**src/rtl/signal_param_meter.sv**
```systemverilog
// Windowed signal measurement: frequency, peak-to-peak amplitude and duty cycle.
// Optional macro AMP_AVG_EN averages amplitude over the current and previous window.
module signal_param_meter #(
    parameter int GATE_CYCLES = 100000000,
    parameter int ADC_W       = 12,
    parameter int HYST        = 16,
    parameter int DEFAULT_MID = 2048
) (
    input  logic             clk,
    input  logic             rst_n,
    input  logic             meas_enable,
    input  logic [ADC_W-1:0] adc_data,
    input  logic             adc_valid,
    output logic [15:0]      freq,
    output logic [15:0]      amplitude,
    output logic [15:0]      duty,
    output logic             param_valid,
    output logic             busy
);

    localparam logic [ADC_W-1:0] ADC_MAX   = '1;
    localparam logic [ADC_W:0]   HYST_X    = (ADC_W+1)'(HYST);
    localparam logic [ADC_W-1:0] HYST_L    = ADC_W'(HYST);
    localparam logic [31:0]      GATE_LAST = 32'(GATE_CYCLES - 1);
    localparam logic [5:0]       DIV_LAST  = 6'd39;

    typedef enum logic [1:0] {IDLE, MEASURE, DIVIDE, UPDATE} state_t;

    state_t state, state_nxt;

    logic [31:0]      gate_cnt, total_cnt, high_cnt;
    logic [31:0]      total_nxt, high_nxt;
    logic [15:0]      edge_cnt, edge_nxt;
    logic [ADC_W-1:0] win_max, win_min, mid;
    logic [ADC_W-1:0] hi_th, lo_th, pp_diff;
    logic [ADC_W:0]   hi_sum;
    logic             cmp, cmp_nxt;
    logic             sample_take, start_window;

    logic [5:0]  div_cnt;
    logic [39:0] div_num;
    logic [31:0] div_rem, div_den;
    logic [15:0] div_quo;
    logic [32:0] rem_sh;
    logic        rem_ge;
    logic [15:0] pp_cur, amp_nxt;

`ifdef AMP_AVG_EN
    logic [15:0] pp_prev;
`endif

    // Hysteresis thresholds around the adaptive midpoint, clamped to the ADC range.
    assign hi_sum = {1'b0, mid} + HYST_X;
    assign hi_th  = (hi_sum > {1'b0, ADC_MAX}) ? ADC_MAX : hi_sum[ADC_W-1:0];
    assign lo_th  = ({1'b0, mid} < HYST_X) ? '0 : (mid - HYST_L);

    assign sample_take  = (state == MEASURE) && adc_valid;
    assign start_window = (state_nxt == MEASURE) && (state != MEASURE);
    assign busy         = (state != IDLE);

    always_comb begin
        cmp_nxt   = cmp;
        edge_nxt  = edge_cnt;
        total_nxt = total_cnt;
        high_nxt  = high_cnt;
        if (sample_take) begin
            total_nxt = total_cnt + 32'd1;
            if (!cmp && (adc_data >= hi_th)) begin
                cmp_nxt = 1'b1;
                if (edge_cnt != 16'hffff) edge_nxt = edge_cnt + 16'd1;
            end else if (cmp && (adc_data <= lo_th)) begin
                cmp_nxt = 1'b0;
            end
            if (cmp_nxt) high_nxt = high_cnt + 32'd1;
        end
    end

    always_ff @(posedge clk or negedge rst_n) begin
        if (!rst_n) state <= IDLE;
        else        state <= state_nxt;
    end

    always_comb begin
        state_nxt = state;
        case (state)
            IDLE:    if (meas_enable) state_nxt = MEASURE;
            MEASURE: begin
                if (!meas_enable)              state_nxt = IDLE;
                else if (gate_cnt == GATE_LAST) state_nxt = DIVIDE;
            end
            DIVIDE:  if (div_cnt == DIV_LAST) state_nxt = UPDATE;
            UPDATE:  state_nxt = meas_enable ? MEASURE : IDLE;
            default: state_nxt = IDLE;
        endcase
    end

    // Restoring division step; a zero divisor yields garbage that UPDATE masks.
    assign rem_sh = {div_rem, div_num[39]};
    assign rem_ge = (rem_sh >= {1'b0, div_den});

    assign pp_diff = win_max - win_min;
    assign pp_cur  = (total_cnt == 32'd0) ? 16'd0 : 16'(pp_diff);
`ifdef AMP_AVG_EN
    assign amp_nxt = 16'(({1'b0, pp_cur} + {1'b0, pp_prev}) >> 1);
`else
    assign amp_nxt = pp_cur;
`endif

    always_ff @(posedge clk or negedge rst_n) begin
        if (!rst_n) begin
            gate_cnt  <= '0;
            total_cnt <= '0;
            high_cnt  <= '0;
            edge_cnt  <= '0;
            win_max   <= '0;
            win_min   <= '1;
            mid       <= ADC_W'(DEFAULT_MID);
            cmp       <= 1'b0;
            div_cnt   <= '0;
            div_num   <= '0;
            div_rem   <= '0;
            div_den   <= '0;
            div_quo   <= '0;
        end else begin
            if (start_window) begin
                gate_cnt  <= '0;
                total_cnt <= '0;
                high_cnt  <= '0;
                edge_cnt  <= '0;
                win_max   <= '0;
                win_min   <= '1;
            end else if (state == MEASURE) begin
                gate_cnt  <= gate_cnt + 32'd1;
                total_cnt <= total_nxt;
                high_cnt  <= high_nxt;
                edge_cnt  <= edge_nxt;
                cmp       <= cmp_nxt;
                if (sample_take) begin
                    if (adc_data > win_max) win_max <= adc_data;
                    if (adc_data < win_min) win_min <= adc_data;
                end
            end

            // The last MEASURE sample is folded in through the *_nxt values.
            if (state == MEASURE && state_nxt == DIVIDE) begin
                div_cnt <= '0;
                div_num <= 40'(high_nxt) * 40'd1000;
                div_den <= total_nxt;
                div_rem <= '0;
                div_quo <= '0;
            end else if (state == DIVIDE) begin
                div_cnt <= div_cnt + 6'd1;
                div_num <= {div_num[38:0], 1'b0};
                div_rem <= rem_ge ? 32'(rem_sh - {1'b0, div_den}) : rem_sh[31:0];
                div_quo <= {div_quo[14:0], rem_ge};
            end

            if (state == UPDATE && total_cnt != 32'd0)
                mid <= ADC_W'(({1'b0, win_max} + {1'b0, win_min}) >> 1);
        end
    end

    always_ff @(posedge clk or negedge rst_n) begin
        if (!rst_n) begin
            freq        <= '0;
            amplitude   <= '0;
            duty        <= '0;
            param_valid <= 1'b0;
        end else begin
            param_valid <= (state == UPDATE);
            if (state == UPDATE) begin
                freq      <= edge_cnt;
                amplitude <= amp_nxt;
                duty      <= (total_cnt == 32'd0) ? 16'd0 : div_quo;
            end
        end
    end

`ifdef AMP_AVG_EN
    always_ff @(posedge clk or negedge rst_n) begin
        if (!rst_n)              pp_prev <= '0;
        else if (state == UPDATE) pp_prev <= pp_cur;
    end
`endif

endmodule

```
**config.mk**
```make
export PLATFORM = sky130hd
export DESIGN_NAME = signal_param_meter
export DESIGN_NICKNAME = d
export VERILOG_FILES = /design/src/rtl/signal_param_meter.sv
export SDC_FILE = /design/constraint.sdc
export NUM_CORES = 1
export LEC_CHECK = 0
export CORE_AREA = 5 5 244 342
export CTS_CLUSTER_SIZE = 25
export DETAILED_ROUTE_END_ITERATION = 7
export DIE_AREA = 0 0 249 347
export PLACE_DENSITY = 0.5
export SKIP_CTS_REPAIR_TIMING = 1
export SYNTH_ARGS = -nofsm -noshare
export SYNTH_HDL_FRONTEND = slang
export SYNTH_SLANG_ARGS = --single-unit
```
**constraint.sdc**
```tcl
create_clock -name clk -period 9.4 [get_ports clk]
set_input_delay 2.82 -clock clk [delete_from_list [all_inputs] [get_ports clk]]
set_output_delay 2.82 -clock clk [all_outputs]
set_load 0.05 [all_outputs]
```
Word-level counts from Yosys, hierarchy flattened
Index checks and enable logic that the tools add are counted.
{ "word_totals": {"register_bits": 326, "latch_bits": 0, "ram_bits": 0, "mem_bits_ro": 0, "inputBits": 16, "output_inout_bits": 50, "word_cells": 112, "memories": 0} }
{ "op_classes": {"add_sub_neg": 10, "n_mul": 1, "div": 0, "magnitude_cmp": 7, "eq_ne": 9, "shifts": 0, "muxes": 44, "bitwise_logic": 1, "reduce_logical": 22} }
{ "ops": {"columns": ["op", "count"], "rows": [
  ["32-bit 2-to-1 mux", 12],
  ["12-bit 2-to-1 mux", 11],
  ["16-bit 2-to-1 mux", 8],
  ["32-bit by 1-bit adder with 32-bit output, second input constant", 3],
  ["40-bit 2-to-1 mux", 2],
  ["32-bit by 7-bit multiplier with 37-bit output, second input constant", 1],
  ["33-bit by 32-bit >= comparator with 1-bit output", 1],
  ["32-bit by 27-bit == test with 1-bit output, second input constant", 1],
  ["32-bit logical NOT", 1],
  ["32-bit nonzero test", 1],
  ["32-bit subtractor", 1],
  ["16-bit by 1-bit adder with 16-bit output, second input constant", 1],
  ["16-bit != test, second input constant", 1],
  ["2-bit nonzero test", 8],
  ["12-bit by 12-bit adder with 13-bit output", 1],
  ["12-bit by 5-bit adder with 13-bit output, second input constant", 1],
  ["13-bit by 12-bit > comparator with 1-bit output, second input constant", 1],
  ["12-bit >= comparator", 1],
  ["12-bit > comparator", 1],
  ["12-bit <= comparator", 1],
  ["12-bit < comparator", 1],
  ["12-bit by 5-bit < comparator with 1-bit output, second input constant", 1],
  ["6-bit 2-to-1 mux", 2],
  ["12-bit subtractor", 1],
  ["other kinds (15)", 31]
]} }

Depth between registers and ports, before layout
Gate-level depths: netlist of run 1.
{ "depth": {"depth_word": 11, "depth_mapped": 38, "depth_no_buf": 36} }

Worst setup path before layout of run 1
No wires, ideal clock.
{ "synth_path": {"path_kind": "input -> register", "from": "input adc_data[0]", "to": "register div_num[39]", "setup_time_ns": 0.118, "arrival_ns": 9.175, "required_time_ns": 9.282, "path_slack_ns": 0.107, "stages": 29, "path_buffers": 1, "cell_sequence": "inv_1 -> ha_1 -> nand2b_1 -> a21o_1 -> a21o_1 -> a21oi_1 -> o21ai_0 -> a41oi_1 -> o21ai_2 -> clkbuf_1 -> nand2_1 -> xnor2_1 -> fa_1 -> inv_1 -> fa_1 -> fa_1 -> fa_1 -> inv_1 -> ha_1 -> a21o_1 -> a21o_1 -> a21oi_1 -> o211ai_1 -> nand3_1 -> o211ai_1 -> a211o_1 -> o31ai_2 -> xnor2_1 -> a21o_1"} }
{ "synth_via": {"elab_chain_len": 9, "elab_cells_between_ends": 11, "cone_classes": "mul (1); order compare (2); mux (6); reduce/logical (2)"} }
{ "synth_lines": {"columns": ["element", "line_no", "rtl"], "rows": [
  ["start, declared", "12", "input logic [ADC_W-1:0] adc_data,"],
  ["12-bit <= comparator", "71", "end else if (cmp && (adc_data <= lo_th)) begin"],
  ["1-bit logical AND", "71", null],
  ["1-bit 2-to-1 mux", "71", null],
  ["1-bit 2-to-1 mux *", "68", "if (!cmp && (adc_data >= hi_th)) begin"],
  ["1-bit 2-to-1 mux *", "66", "if (sample_take) begin"],
  ["32-bit 2-to-1 mux *", "74", "if (cmp_nxt) high_nxt = high_cnt + 32'd1;"],
  ["32-bit 2-to-1 mux *", "66", null],
  ["32-bit by 7-bit multiplier with 37-bit output *", "147", "div_num <= 40'(high_nxt) * 40'd1000;"],
  ["40-bit 2-to-1 mux *", "145", "if (state == MEASURE && state_nxt == DIVIDE) begin"],
  ["end signal, assigned", "147", null],
  ["end signal, assigned", "153", "div_num <= {div_num[38:0], 1'b0};"],
  ["end, declared", "41", "logic [39:0] div_num;"]
]} }
Every way passes the cells marked *; elsewhere a longest branch is shown, timed or not. The select of a mux whose other input is x is not followed.
A chain may end at the register's enable or synchronous reset.

Worst setup path in the final report of run 1
{ "layout_path": {"from": "input adc_data[5]", "to": "register div_num[38]"} }
The elaborated chain is that of the path after synthesis.

==> impl_metrics.toml, run 1 <==
[die]
initial_core_util_pct = 29.8
die_y_um = 347
num_rows = 123
fp.coreArea_um2 = 79900
ios = 66
die_w_um = 249
die_area_um2 = 86400

[grt]
met1_usage_pct = 15.5
use_met3_pct = 1.40
busiest_layer = "met2"
grtUsageTotal_pct = 13.4
grt_pass1_vias = 19700
antenna_found_initial = 0
gr-total-overflow = 0
grtUsageMet2_pct = 25.5
grt_pass1_wl_um = 98600
grt_start_max_net_pins = 153

[drt]
num_vias = 18600
drt-initial-drc-count = 849
drt-wirelength-per-cell_um = 15.1
avgViaCountPerCell = 4.82
routed_wl_um = 58400
dr.pass1.iters = 5
ant_nets = 0
drc = 0

[sta]
finalHoldViolCount = 0
min_period_over_period_pct = 97.2
setup_viol = 0
post-route-min-period_ns = 9.13
hold_slack_ns = 0.479
timing.fmax_mhz = 109
worstMarginPinSlew_ns = 1.31
slew_headroom_pct = 12.1
setup_ws_ns = 0.266
drv_slew = 0
finalClockSkew_ns = 0.0264

[run_status]
run_status = "finished clean"

[power_and_ir_drop]
power_density_nw_per_um2 = 129
irDropWorstVdd_v = 0.000127
power_w = 0.00368
p_leak_nw = 13.4

[setup_path]
worstPathRequired_ns = 9.88
cp.arrival_ns = 9.62
cp_slowest_stage_delay_ns = 0.54
start_kind = "primary input"
r2r_slack_ns = 0.99
r2r-start = "mid[4]$_DFFE_PN0P_"
reg2reg_to = "div_num[38]$_DFFE_PN0P_"
cp_slowest_cell = "fa_1"
cp_max_fo = 17
worstRegToRegCells = 39
endpoint_kind = "flop"
critical_path_class = "primary input to flop"

[clock_network]
clk_pin_slew_ns = 0.06
numCtsBuffers = 38
root_buffer = "clkbuf_16"
htreeDepth = 2
ctsLongestPathBuffers = 3
tritoncts = "yes"
clk_latency_ns = 0.57
cts.sinks = 319

[yosys]
synth_seq_cells = 319
async_flop_share_pct = 100
synth-edff-count = 0
synthTopCellsByArea = "dfrtp_1, fa_1, ha_1, o21ai_0, inv_1"
synth_area_per_cell_um2 = 9.31
post-synth-top-count-cell = "dfrtp_1"
synthCells = 2556
ys_seq_area_share_pct = 33.6
synth-main-ff-cell = "dfrtp_1"
yosys.cell_types.count = 80
synth_top_area_share_pct = 32.2
yosysTopAreaCell = "dfrtp_1"
yosys_warnings = 0
synth_top_cells_by_count = "dfrtp_1, inv_1, nand2_1"
syn_area_um2 = 23800

[place]
hpwl_um = 44300
gp_congestion = 0.888
place_ws_ns = -0.737
place_area_um2 = 27000
place.port_buffers = 61

[min_path]
worstHoldPathCells = 2
hold-path-endpoint = "div_num[11]$_DFFE_PN0P_"
hold_class = "flop to flop"
worstHoldStart = "div_num[11]$_DFFE_PN0P_"

[layout]
area_delta_synth_final_pct = 20.1
seq_area_um2 = 8000
drive_above_1_share_pct = 14.5
fin_area_um2 = 28600
fillers = 8118
multi_input_area_um2 = 14600
nets = 3096
antenna_cells = 0

[run]
cap_violations = 0
-- kinds of logic (layout without fill, tap and decap cells) --
kind of cell / after synthesis / count (layout) / share of synthesized area, %
muxes: 95 / 95 / 4.19
DFF: 319 / 319 / 33.6
xor gates and xnor gates: 168 / 168 / 6.19
and+or+nand+nor: 689 / 689 / 14.4
other: 1 / 4 / 0.0158
buffers and inverters: 373 / 616 / 6.12
adders and majority gates: 307 / 307 / 19.9
AOI/OAI and AO/OA: 604 / 604 / 15.6
-- how the worst max path moves through the flow --
stage,from,to,slack [ns],depth (start not counted)
finish,adc_data[5],div_num[38]$_DFFE_PN0P_,0.27,32
global route,adc_data[5],div_num[34]$_DFFE_PN0P_,-0.07,32
CTS,adc_data[0],div_num[38]$_DFFE_PN0P_,-0.16,30
detailed placement,adc_data[0],div_num[38]$_DFFE_PN0P_,-0.74,31
global placement,adc_data[0],div_num[38]$_DFFE_PN0P_,-0.64,31
floorplan,adc_data[0],div_num[39]$_DFFE_PN0P_,0.11,29
-- layer usage --
layer  routed length [um]  up-vias
li1                     -     9226
met1                24400     9055
met2                30800      229
met3                 1280      123
met4                 1990        0
met5                    0        -
-- stage by stage --
stage          instances  utilization, %  TNS [ns]
5_1_grt             3864            35.8    -0.185
2_1_floorplan       2559               -         0
4_1_cts             3856            35.4    -0.364
6_report            3864            35.8         0
3_3_place_gp        3787            33.8     -7.81
3_5_place_dp        3787            33.8     -9.30
-- cell type report --
cell class	instances	area share, %
multi-input combinational	1867	51.2
sequential	319	28.0
timing repair buffer	277	8.01
tap	1062	4.65
clock buffer	47	3.59
inverter	270	3.55
clock inverter	22	1.03
-- critical path, delay by kind of cell --
family / cells / cell delay [ns]
fa+ha+maj: 6 / 2.66
compound gates: 11 / 1.71
buf+inv: 8 / 1.33
simple gates: 6 / 1.01
xor+xnor: 1 / 0.09
-- power by group --
group | internal, W | switching (W) | leakage [nW] | total [W]
clock | 0.000946 | 0.000624 | 0.648 | 0.00157
combinational | 0.000296 | 0.000378 | 8.63 | 0.000674
sequential | 0.00141 | 0.0000280 | 4.08 | 0.00144
total | 0.00265 | 0.00103 | 13.4 | 0.00368
-- registers in the layout (all words and copies together) (netlist names), 2 cells and up --
name,flops
total_cnt,32
freq,16
high_cnt,32
gate_cnt,32
mid,12
div_den,32
div_cnt,6
div_rem,32
win_max,12
div_quo,16
amplitude,12
edge_cnt,16
duty,16
div_num,37
win_min,12
state,2
-- cell usage in the layout (no fill, tap or decap), types with 14 or more instances in the layout --
cell type / count
buf_4: 212
o211ai_1: 29
mux2i_1: 58
a21o_1: 51
inv_1: 270
ha_1: 185
a22oi_1: 35
a21oi_1: 140
a22o_1: 20
nor3_1: 23
and3_1: 36
dfrtp_1: 306
xor2_1: 52
nand4_1: 50
clkbuf_16: 38
fa_1: 120
o21bai_1: 20
o21a_1: 15
a31oi_1: 22
o21ai_0: 205
and2_1: 24
nor2b_1: 18
mux2_2: 37
nand2b_1: 14
nand2_1: 225
clkdlybuf4s50_1: 59
nor2_1: 144
xnor2_1: 98
nand3_1: 81
No activity file was read; power rests on OpenSTA's default activity.
==> run 2, diff against run 1 <==
- PLACE_DENSITY: 0.5 -> 0.4
==> impl_metrics.toml, run 2 (synthesis gave the netlist of run 1 again) <==
[run_status]
run_status = "finished clean"

[min_path]
hold_class = "flop to flop"

[drt]
drc = 0
drt-initial-drc-count = 667
dr.pass1.iters = 5
wl_met2_um = 32600
num_vias = 18500
drt-wirelength-per-cell_um = 16.2
topRoutingLayerUsed = "met5"
wl_met1_um = 26500
wl_met3_um = 1510
avgViaCountPerCell = 4.79
routed_wl_um = 62700
ant_nets = 0

[layout]
largest-register = "div_num"
layout_commonest_cell = "dfrtp_1"
largest_reg_flops = 37
antenna_cells = 0
fin_cells = 3864
seq_area_um2 = 8000
multi_input_area_um2 = 14600
fillers = 8134
fin_area_um2 = 28600
nets = 3095
area_delta_synth_final_pct = 20.1
fin_util_pct = 35.8
layout_common_cells = "dfrtp_1, inv_1, nand2_1"
drive_above_1_share_pct = 14.4

[die]
die_y_um = 347
num_rows = 123
initial_core_util_pct = 29.8
fp.coreArea_um2 = 79900
die_area_um2 = 86400
ios = 66
die_w_um = 249

[sta]
slew_headroom_pct = 26.1
rsz0062_at_grt = "false"
drv_slew = 0
timing.fmax_mhz = 111
finalClockSkew_ns = 0.0239
worstMarginPinSlew_ns = 1.11
min_period_over_period_pct = 96.2
hold_slack_ns = 0.470
post-route-min-period_ns = 9.04
setup_viol = 0
finalHoldViolCount = 0

[clock_network]
root_buffer = "clkbuf_16"
clk_latency_ns = 0.57
tritoncts = "yes"
cts.sinks = 319
htreeDepth = 2
clk_pin_slew_ns = 0.06
ctsLongestPathBuffers = 3
numCtsBuffers = 39

[setup_path]
cp_max_fo = 6
cp_top_family = "adder cells"
cp_slowest_cell = "fa_1"
start_kind = "primary input"
r2r_slack_ns = 1.05
endpoint_kind = "flop"
critical_path_class = "primary input to flop"
critical_path_buf_inv_count = 7
cp.arrival_ns = 9.53
cp_slowest_stage_delay_ns = 0.51
worstPathRequired_ns = 9.89

[grt]
grtUsageTotal_pct = 14.5
antenna_found_initial = 2
grt_pass1_vias = 19600
grt_pass1_wl_um = 104000
gr-total-overflow = 0
grt_start_max_net_pins = 145

[power_and_ir_drop]
power_density_nw_per_um2 = 130
irDropWorstVdd_v = 0.000217
power_w = 0.00372
p_leak_nw = 13.4

[run]
cap_violations = 0

[place]
gp_congestion = 0.826
place_area_um2 = 27000
place.port_buffers = 61
hpwl_um = 47400
place_inst = 3788
## run 2: cell count changes in the layout (fill, tap and decap cells not counted), moves of 3 or more
cell / change
clkbuf_8: +5
xnor2_2: -4
clkinvlp_4: -3
xnor2_1: +3
## run 2: area by class of cell
| cell class | instances | share of cell area, % |
|---|---|---|
| clock buffer | 52 | 3.90 |
| clock inverter | 19 | 0.788 |
| inverter | 270 | 3.55 |
| multi-input combinational | 1867 | 51.2 |
| sequential | 319 | 28.0 |
| tap | 1062 | 4.65 |
| timing repair buffer | 275 | 7.97 |
## run 2: path summary, 6_finish.rpt
path / depth (start not counted) / from / to
setup reg to reg: 38 / mid[4]$_DFFE_PN0P_ / div_num[38]$_DFFE_PN0P_
max in group asynchronous: 2 / rst_n / edge_cnt[12]$_DFFE_PN0P_
min in group asynchronous: 1 / rst_n / div_quo[2]$_DFFE_PN0P_
setup / recovery: 31 / adc_data[5] / div_num[38]$_DFFE_PN0P_
hold reg to reg: 2 / div_num[9]$_DFFE_PN0P_ / div_num[9]$_DFFE_PN0P_
hold / removal: 2 / div_num[9]$_DFFE_PN0P_ / div_num[9]$_DFFE_PN0P_
## run 2: worst min-delay path, stage by stage (launching register included)
cell and delay, ns:
dfrtp_1 0.34, nand2_1 0.05, nand2_1 0.05
## run 2: routing by layer
metal / GRT usage [%] / up-vias
met1: 17.3 / 8972
met3: 1.98 / 106
met5: 0 / -
li1: - / 9223
met4: 4.74 / 2
met2: 26.8 / 192
## run 2: power breakdown
group | internal [W] | leakage, nW | switching (W)
registers | 0.00141 | 4.08 | 0.0000283
logic | 0.000298 | 8.61 | 0.000388
clock network | 0.000950 | 0.673 | 0.000644
## run 2: stage by stage
step / TNS, ns / setup WS (ns)
after floorplan: 0 / 0.107
after global placement: -9.74 / -0.719
after detailed placement: -11.05 / -0.756
after CTS: -0.889 / -0.150
after global routing: 0 / 0.00798
final: 0 / 0.361
==> run 3, diff against run 2 <==
- CELL_PAD_IN_SITES_DETAIL_PLACEMENT: unset -> 0
- CELL_PAD_IN_SITES_GLOBAL_PLACEMENT: unset -> 1
- PLACE_DENSITY: 0.4 -> 0.5
==> impl_metrics.toml, run 3 (synthesis gave the netlist of run 1 again) <==
[grt]
grtUsageTotal_pct = 14.8
grt_pass1_wl_um = 107000
grt_pass1_vias = 19800
gr-total-overflow = 0
grt_start_max_net_pins = 97
antenna_found_initial = 1

[layout]
area_delta_synth_final_pct = 20.4
layout_commonest_cell = "dfrtp_1"
nets = 3100
layout_common_cells = "dfrtp_1, inv_1, nand2_1"
drive_above_1_share_pct = 14.2
fillers = 8151
largest_reg_flops = 37
largest-register = "div_num"
fin_util_pct = 35.9

[place]
gp_congestion = 0.816
place_ws_ns = -0.757
hpwl_um = 48800
place.port_buffers = 61

[clock_network]
numCtsBuffers = 41
root_buffer = "clkbuf_16"
cts.sinks = 319
clk_latency_ns = 0.58
tritoncts = "yes"
htreeDepth = 2
clk_pin_slew_ns = 0.06
ctsLongestPathBuffers = 3

[drt]
num_vias = 18500
avgViaCountPerCell = 4.78
ant_nets = 0
drt-initial-drc-count = 676
routed_wl_um = 64100
dr.pass1.iters = 5
drt-wirelength-per-cell_um = 16.6
drc = 0

[sta]
setup_ws_ns = 0.351
slew_headroom_pct = 26.2
post-route-min-period_ns = 9.05
worstMarginPinSlew_ns = 1.10
min_period_over_period_pct = 96.3
finalHoldViolCount = 0
setup_viol = 0
timing.fmax_mhz = 111
drv_slew = 0
hold_slack_ns = 0.473
finalClockSkew_ns = 0.0309

[power_and_ir_drop]
power_frac_clock_pct = 44.4
combPwrFrac_pct = 17.8
switching_share_pct = 28.6
irDropWorstVdd_v = 0.000126
power_density_nw_per_um2 = 133
p_leak_nw = 13.4
p_int_w = 0.00271
power_w = 0.00380
seqPwrFrac_pct = 37.8
p_sw_w = 0.00109

[min_path]
worstHoldPathCells = 2
hold_class = "flop to flop"
worstHoldStart = "div_num[9]$_DFFE_PN0P_"
hold-path-endpoint = "div_num[9]$_DFFE_PN0P_"

[setup_path]
r2r-start = "mid[4]$_DFFE_PN0P_"
worstPathRequired_ns = 9.86
cp_slowest_stage_delay_ns = 0.50
start_kind = "primary input"
cp_max_fo = 18
critical_path_class = "primary input to flop"
reg2reg_to = "div_num[39]$_DFFE_PN0P_"
endpoint_kind = "flop"
cp.arrival_ns = 9.51
cp_slowest_cell = "fa_1"
r2r_slack_ns = 1.09
worstRegToRegCells = 39

[die]
fp.coreArea_um2 = 79900
ios = 66
initial_core_util_pct = 29.8
num_rows = 123
die_area_um2 = 86400
die_w_um = 249
die_y_um = 347

[run_status]
run_status = "finished clean"

[run]
cap_violations = 0
run 3: stage by stage:
step	area, um^2	std cells	TNS [ns]
after floorplan	23800	2559	0
after global placement	27000	3791	-8.43
after detailed placement	27000	3791	-10.30
after CTS	28400	3867	-0.635
after global routing	28600	3872	-0.0302
final	28600	3874	0
run 3: worst max path at each step:
| stage | from | end | slack (ns) | cells after the start |
|---|---|---|---|---|
| after floorplan | adc_data[0] | div_num[39]$_DFFE_PN0P_ | 0.11 | 29 |
| after global placement | adc_data[0] | div_num[38]$_DFFE_PN0P_ | -0.65 | 30 |
| after detailed placement | adc_data[0] | div_num[39]$_DFFE_PN0P_ | -0.76 | 30 |
| after CTS | adc_data[0] | div_num[38]$_DFFE_PN0P_ | -0.16 | 30 |
| after global routing | adc_data[5] | div_num[39]$_DFFE_PN0P_ | -0.02 | 32 |
| final | adc_data[5] | div_num[39]$_DFFE_PN0P_ | 0.35 | 32 |
run 3: critical path, delay by kind of cell:
kind,cells,cell delay [ns]
compound gates,9,1.60
xor+xnor,2,0.23
buf+inv,10,1.54
fa+ha+maj,6,2.62
simple gates,5,0.69
run 3: routing by layer:
metal / GRT usage (%) / part of all wire, % / vias up
li1: - / - / 9235
met3: 1.75 / 2.1 / 101
met5: 0 / 0 / -
met2: 28.0 / 53 / 176
met4: 4.47 / 3.0 / 0
met1: 17.5 / 42 / 9021
run 3: area by class of cell:
| class | count | area (um^2) | area share [%] |
|---|---|---|---|
| clock inverters | 14 | 213 | 0.742 |
| repair buffers | 278 | 2280 | 7.97 |
| flip-flops and latches | 319 | 8000 | 27.9 |
| multi-input cells | 1867 | 14600 | 50.9 |
| diodes | 2 | 5.00 | 0.0175 |
| inverters | 270 | 1010 | 3.54 |
| well taps | 1062 | 1330 | 4.64 |
| clock buffers | 62 | 1230 | 4.28 |
run 3: power by group through the flow:
stage	Clock, W	Combinational [W]	Sequential, W
after floorplan	0	0.000427	0.00145
after detailed placement	0	0.000686	0.00146
final	0.00169	0.000677	0.00144
after CTS	0.00176	0.000692	0.00144
after global routing	0.00180	0.000772	0.00144
after global placement	0	0.000682	0.00146
